### config.mk
export PLATFORM = sky130hd
export DESIGN_NAME = snake_score_keeper
export DESIGN_NICKNAME = d
export VERILOG_FILES = /design/src/rtl/snake_score_keeper.sv
export SDC_FILE = /design/constraint.sdc
export NUM_CORES = 1
export LEC_CHECK = 0
export ABC_AREA = 1
export CORE_MARGIN = 2
export CORE_UTILIZATION = 40
export CTS_BUF_LIST = sky130_fd_sc_hd__clkbuf_8
export DETAILED_ROUTE_END_ITERATION = 16
export PLACE_DENSITY = 0.66
export SLEW_MARGIN = 20
export SYNTH_ARGS = -nofsm -noshare
export SYNTH_HDL_FRONTEND = slang
export SYNTH_SLANG_ARGS = --single-unit
### constraint.sdc
create_clock -name clk -period 2.3 [get_ports clk]
set_input_delay 0.69 -clock clk [delete_from_list [all_inputs] [get_ports clk]]
set_output_delay 0.69 -clock clk [all_outputs]
set_load 0.05 [all_outputs]
### src/rtl/snake_score_keeper.sv
// -----------------------------------------------------------------------------
// snake_score_keeper
//
// Score and game-state keeper for the snake game. It counts rising edges of
// goodColl as apples and rising edges of badColl as hits. It keeps the
// current score, the session high score and the remaining lives. It runs an
// IDLE/PLAY/OVER/WIN game FSM, and a rising edge of start begins a new game.
//
// Parameters
//   SCORE_W    width of currScore/highScore
//   WIN_SCORE  score that ends the game as a win (1 .. 2^SCORE_W-1)
//   LIVES      hits allowed per game (1 .. 7)
//   AUTO_START 1: PLAY straight out of reset, 0: wait in IDLE for start
//
// Ports
//   clk            system clock, rising edge
//   nRst           asynchronous active-low reset
//   start          level, rising edge starts/restarts a game
//   goodColl       level, rising edge = one apple
//   badColl        level, rising edge = one hit
//   currScore      score of the current game (registered)
//   highScore      highest score since reset (registered)
//   livesLeft      remaining lives (registered)
//   gameState      00 IDLE, 01 PLAY, 10 OVER, 11 WIN (registered)
//   isGameComplete high in OVER or WIN (decoded from gameState)
//   isWin          high in WIN (decoded from gameState)
//   newHigh        one-cycle pulse on each highScore update (registered)
// -----------------------------------------------------------------------------
module snake_score_keeper #(
  parameter int SCORE_W    = 7,
  parameter int WIN_SCORE  = 99,
  parameter int LIVES      = 1,
  parameter int AUTO_START = 1
) (
  input  logic               clk,
  input  logic               nRst,
  input  logic               start,
  input  logic               goodColl,
  input  logic               badColl,
  output logic [SCORE_W-1:0] currScore,
  output logic [SCORE_W-1:0] highScore,
  output logic [2:0]         livesLeft,
  output logic [1:0]         gameState,
  output logic               isGameComplete,
  output logic               isWin,
  output logic               newHigh
);

  if (WIN_SCORE < 1 || WIN_SCORE > (2 ** SCORE_W) - 1) begin : g_bad_win_score
    $error("snake_score_keeper: WIN_SCORE must be in 1..2^SCORE_W-1");
  end
  if (LIVES < 1 || LIVES > 7) begin : g_bad_lives
    $error("snake_score_keeper: LIVES must be in 1..7");
  end

  typedef enum logic [1:0] {
    ST_IDLE = 2'b00,
    ST_PLAY = 2'b01,
    ST_OVER = 2'b10,
    ST_WIN  = 2'b11
  } state_e;

  localparam state_e             RESET_STATE = (AUTO_START != 0) ? ST_PLAY : ST_IDLE;
  localparam logic [SCORE_W-1:0] WIN_VAL     = SCORE_W'(WIN_SCORE);
  localparam logic [2:0]         LIVES_VAL   = 3'(LIVES);

  state_e             state_q, state_d;
  logic [SCORE_W-1:0] score_q, score_d;
  logic [SCORE_W-1:0] high_q, high_d;
  logic [2:0]         lives_q, lives_d;
  logic               new_high_q, new_high_d;
  logic               start_q, good_q, bad_q;

  logic               start_ev, good_ev, bad_ev;
  logic [SCORE_W-1:0] score_inc;

  // Registered copies of the inputs. An event is a 0->1 step between
  // consecutive samples, so a held level counts only once.
  assign start_ev  = start    & ~start_q;
  assign good_ev   = goodColl & ~good_q;
  assign bad_ev    = badColl  & ~bad_q;
  // Cannot wrap: WIN is entered as soon as the score reaches WIN_VAL.
  assign score_inc = score_q + 1'b1;

  always_comb begin
    // NOTE: every signal gets its hold value first so that no path through
    // the case statement leaves one unassigned and infers a latch.
    state_d    = state_q;
    score_d    = score_q;
    high_d     = high_q;
    lives_d    = lives_q;
    new_high_d = 1'b0;

    case (state_q)
      ST_PLAY: begin
        // A hit takes priority over an apple in the same cycle.
        if (bad_ev) begin
          lives_d = lives_q - 3'd1;
          if (lives_q == 3'd1) begin
            state_d = ST_OVER;
          end
        end else if (good_ev) begin
          score_d = score_inc;
          if (score_inc > high_q) begin
            high_d     = score_inc;
            new_high_d = 1'b1;
          end
          if (score_inc == WIN_VAL) begin
            state_d = ST_WIN;
          end
        end
      end
      default: begin
        // IDLE, OVER and WIN: collisions are ignored and start begins a game.
        if (start_ev) begin
          state_d = ST_PLAY;
          score_d = '0;
          lives_d = LIVES_VAL;
        end
      end
    endcase
  end

  // NOTE: state uses non-blocking assignments so that every register samples
  // the pre-edge values, whatever order the simulator evaluates blocks in.
  always_ff @(posedge clk or negedge nRst) begin
    if (!nRst) begin
      state_q    <= RESET_STATE;
      score_q    <= '0;
      high_q     <= '0;
      lives_q    <= LIVES_VAL;
      new_high_q <= 1'b0;
      start_q    <= 1'b0;
      good_q     <= 1'b0;
      bad_q      <= 1'b0;
    end else begin
      state_q    <= state_d;
      score_q    <= score_d;
      high_q     <= high_d;
      lives_q    <= lives_d;
      new_high_q <= new_high_d;
      start_q    <= start;
      good_q     <= goodColl;
      bad_q      <= badColl;
    end
  end

  assign currScore      = score_q;
  assign highScore      = high_q;
  assign livesLeft      = lives_q;
  assign gameState      = state_q;
  assign newHigh        = new_high_q;
  assign isGameComplete = (state_q == ST_OVER) || (state_q == ST_WIN);
  assign isWin          = (state_q == ST_WIN);

endmodule

-- Word-level counts from Yosys, hierarchy flattened
Cells that the tools add are included.
- flip-flop bits (word level): 23
- output and inout bits: 22
- logic and storage cells: 52
- $add $sub $neg: 2
- magnitude comparators: 1
- eq/ne operators: 11
- muxes and demuxes: 17
- bitwise gates (word level): 7
- reduce and logical (&&, ||, !) cells: 6
- operator list (kind ; number):
    2-to-1 mux 7 bit ; 4
    2-to-1 mux 2 bit ; 6
    2-to-1 mux 3 bit ; 3
    inequality test 3 bit (second input constant) ; 3
    AND reduction 4 bit ; 2
    adder 7 x 1 -> 7 bit (second input constant) ; 1
    equality test 7 bit (second input constant) ; 1
    greater-than comparator 7 bit ; 1
    inequality test 2 bit (second input constant) ; 3
    equality test 2 bit (second input constant) ; 2
    2-to-1 mux 1 bit ; 4
    inverter 1 bit ; 4
    bitwise AND 1 bit ; 3
    equality test 3 x 1 -> 1 bit (second input constant) ; 1
    AND reduction 3 bit ; 1
    subtractor 3 x 1 -> 3 bit (second input constant) ; 1
    equality test 2 x 1 -> 1 bit (second input constant) ; 1
    AND reduction 2 bit ; 1
    nonzero test 2 bit ; 1
    logical OR 1 bit ; 1

-- Longest topological paths before layout
- depth after elaboration: 6
- depth in mapped cells: 15
- gate-level depth less buffers: 15

-- Least setup slack after synthesis
Ideal clock, no wire load.
- path kind: register to register
- start point: register score_q[1], in the netlist currScore[1]
- end point: register high_q[2], in the netlist highScore[2]
- arrival: 2.397 ns
- data required time: 2.235 ns
- setup slack: -0.163 ns
- stages on the path, launching flop included: 16
- clock period less this slack: 2.463 ns
- cells stage by stage: dfrtp_1 ha_1 nand2_2 inv_1 nand2_1 nand2_1 nand2_2 ha_1 nand2_1 nor2_1 nand2_1 nor2_4 nor2_8 nand2_8 nand2_1 nand2_1
- word-level cells in the longest chain between the ends: 3
- ends and longest elaborated chain (what ; RTL line ; RTL):
    start: declaration ; 68 ; logic [SCORE_W-1:0] score_q, score_d;
    start signal: assignment ; 138 ; score_q <= score_d;
    adder 7 x 1 -> 7 bit ; 83 ; assign score_inc = score_q + 1'b1;
    net score_inc[6] ; 75 ; logic [SCORE_W-1:0] score_inc;
    greater-than comparator 7 bit ; 104 ; if (score_inc > high_q) begin
    AND reduction 4 bit (no line) ; - ;
    end signal: assignment ; 139 ; high_q <= high_d;
    end: declaration ; 69 ; logic [SCORE_W-1:0] high_q, high_d;
The timed path passes the listed nets, and every way through them passes these cells.
A chain may end at the register's enable or synchronous reset.

-- Final worst setup path
- start point: register score_q[1], in the netlist currScore[1]
- end point: output port currScore[1]
- RTL lines (what ; RTL line ; RTL):
    end: declaration ; 40 ; output logic [SCORE_W-1:0] currScore,
No word-level cell between the ends.

==> results.tsv <==
metric	value	unit
status	completed	
global-route wire length before repair	4926	um
Initial Util	0.4196	
Flop pwr share	0.259	
layout cells sized above 1	0.2308	
FILL cells	329	
Crit Path Max Fanout	5	
P_sw	1.280	mW
cell row count	21	
logic gate share of total power	0.639	
leakage	0.9183	nW
Setup crit end kind	primary output	
top cells by area, synth	dfrtp_1, nand2_1, ha_1	
Residual DRC	0	
DR iter-0 viols	34	
DRT antenna net count	0	
Max VDD drop	0.7610	mV
GRT Total Usage	0.1583	
Pint	1.176	mW
clock sink count	23	
Synth cell types	25	
Critical-path top delay cell	clkdlybuf4s50_1	
via count	1186	
Crit Path Class	register to primary output	
CTS buffer count	3	
CP arrival	1.56	ns
Vias/cell	4.669	
total negative slack	0	ns
required time worst endpoint	1.61	ns
crit path cell chain	buf_4 > clkdlybuf4s50_1	
IO buf count	26	
top cells by count, synth	nand2_1, inv_1, dfrtp_1	
Tightest Pin Transition	0.5044	ns
initial antenna violation count	0	
DIE AREA	3989	um^2
Die H	63.16	um
clk_skew	0.002454	ns
Post-synth EDFFs	0	
CTS H-tree depth	1	
die width	63.16	um
HPWL after detailed placement	2323	um
setup bufs post-CTS	0	
clk_lat worst skew	0.27	ns
Avg WL per Cell	11.15	um
placer's final routability congestion estimate	0.8016	
GRT overflow	0	
Yosys top cell by area	dfrtp_1	
Layout Nets	224	
Reg clk slew, reported paths	0.08	ns
count leader, synth	nand2_1	
pin count of the biggest net entering global routing	24	
sw frac	0.5211	
fmax	444.5	MHz
first-pass detailed-route iteration total	4	
Rel. slew slack	0.6627	
Synth warnings	0	
TritonCTS clock tree	built	
max-slew violations	0	
Maximum Capacitance Violations	0	
Seq/Total Area, Yosys	0.4129	
total power per unit cell area	1355	nW/um^2
Synth Flop Type	dfrtp_1	
hold buffers post-CTS	0	
unrepaired setup endpoints after global routing	false	
Setup crit start kind	register	
Final period util	0.9780	
DP Area	1764	um^2
Worst Path Buf+Inv	2	
Final setup violation count	0	
asr flop ratio synth	1.000	
Worst Hold Class	register to register	
root buf cell	clkbuf_8	
Max stage delay on crit path	0.80	ns
post-route cell area	1812	um^2
mapped cell area	1400	um^2
Top Ports	27	
n_diodes	0	
cell family with most CP delay	buffers and inverters	
Synth Area per Inst	8.188	um^2
vias in the first global route	1136	
post-synth top area share	0.3753	
Post-Syn Nets	186	
core region area	3337	um^2
clock group share of total power	0.102	
clock buffer depth	2	
Synth Register Bits	23	
Hold Vio Cnt, Final	0	
Mapped Cells	171	
final critical-path required period	2.249	ns
final wirelength	2831	um
P&R area growth vs syn	29.40	%
==> repair_timing <==
item	in CTS	in global routing
setup endpoints to repair	0	7
resized for setup	0	1
hold endpoints to repair	0	0
==> state kept, by name, indices dropped and copies added (netlist names) <==
signal / cells
highScore: 7
currScore: 7
gameState: 2
start_q: 1
good_q: 1
livesLeft: 3
bad_q: 1
newHigh: 1
==> power by group through the flow <==
stage | registers (mW) | logic (mW) | clock network (mW)
6_report | 0.637 | 1.57 | 0.251
5_1_grt | 0.654 | 1.71 | 0.279
4_1_cts | 0.639 | 1.58 | 0.256
3_5_place_dp | 0.645 | 1.57 | 0
3_3_place_gp | 0.638 | 1.54 | 0
2_1_floorplan | 1.02 | 0.766 | 0
==> cell type report <==
cell class / count / area, um^2 / area share
Sequential cell: 23 / 580.6 / 0.3204
Multi-Input combinational cell: 112 / 689.4 / 0.3805
Timing Repair Buffer: 34 / 307.8 / 0.1699
Clock buffer: 3 / 41.29 / 0.02279
Inverter: 35 / 131.4 / 0.07251
Tap cell: 46 / 57.56 / 0.03177
Clock inverter: 1 / 3.754 / 0.002072
==> path summary, 6_finish.rpt <==
path,startpoint,to,slack (ns),cells past startpoint
hold reg to reg,gameState[0],gameState[0],0.51,2
max in group asynchronous,nRst,gameState[0],1.25,2
setup reg to reg,currScore[0],highScore[2],0.18,12
hold / removal,gameState[0],gameState[0],0.51,2
min in group asynchronous,nRst,highScore[4],0.77,2
setup / recovery,currScore[1],currScore[1],0.05,2
==> worst min-delay path, delay by kind of cell, from the launching register on <==
kind / cells / cell delay, ns
simple gates: 2 / 0.11
flops: 1 / 0.39
==> layer usage <==
layer  part of all wire  track usage  vias up
met5                  0            0        -
met4              0.017      0.06667        0
met3              0.048      0.02857        6
met2               0.51       0.2886       23
met1               0.43       0.1799      547
li1                   -            -      610
==> placed cells by master (no fill, tap or decap), drive strengths merged <==
| cell type | count |
|---|---|
| a211oi | 1 |
| dfstp | 2 |
| clkinv | 1 |
| nand2 | 57 |
| clkdlybuf4s50 | 21 |
| buf | 13 |
| ha | 10 |
| o22ai | 5 |
| nor2 | 10 |
| o21bai | 1 |
| a21oi | 2 |
| nor3 | 1 |
| dfrtp | 21 |
| nand3 | 15 |
| clkbuf | 3 |
| o21ai | 6 |
| nand4 | 3 |
| xnor2 | 1 |
| inv | 35 |
==> cells by family (layout without fill, tap and decap cells) <==
| logic type | after synthesis | after routing | synth area share |
|---|---|---|---|
| AND/OR/NAND/NOR | 86 | 86 | 0.3190 |
| buffers and inverters | 36 | 73 | 0.09651 |
| flip-flops | 23 | 23 | 0.4129 |
| AO/OA/AOI/OAI | 15 | 15 | 0.07596 |
| adder cells (fa/ha/maj) | 10 | 10 | 0.08937 |
| XOR/XNOR | 1 | 1 | 0.006257 |
==> metrics by stage <==
stage,cells,hold slack [ns],util,worst slack [ns],power (mW)
3_3_place_gp,250,0.4779,0.5287,0.1279,2.177
3_5_place_dp,250,0.5021,0.5287,0.09378,2.216
4_1_cts,254,0.5135,0.5422,0.04208,2.471
5_1_grt,254,0.5433,0.5429,0.007015,2.642
6_report,254,0.5057,0.5429,0.05052,2.456
2_1_floorplan,171,0.3944,-,0.01471,1.786
No activity file was read; power rests on OpenSTA's default activity.
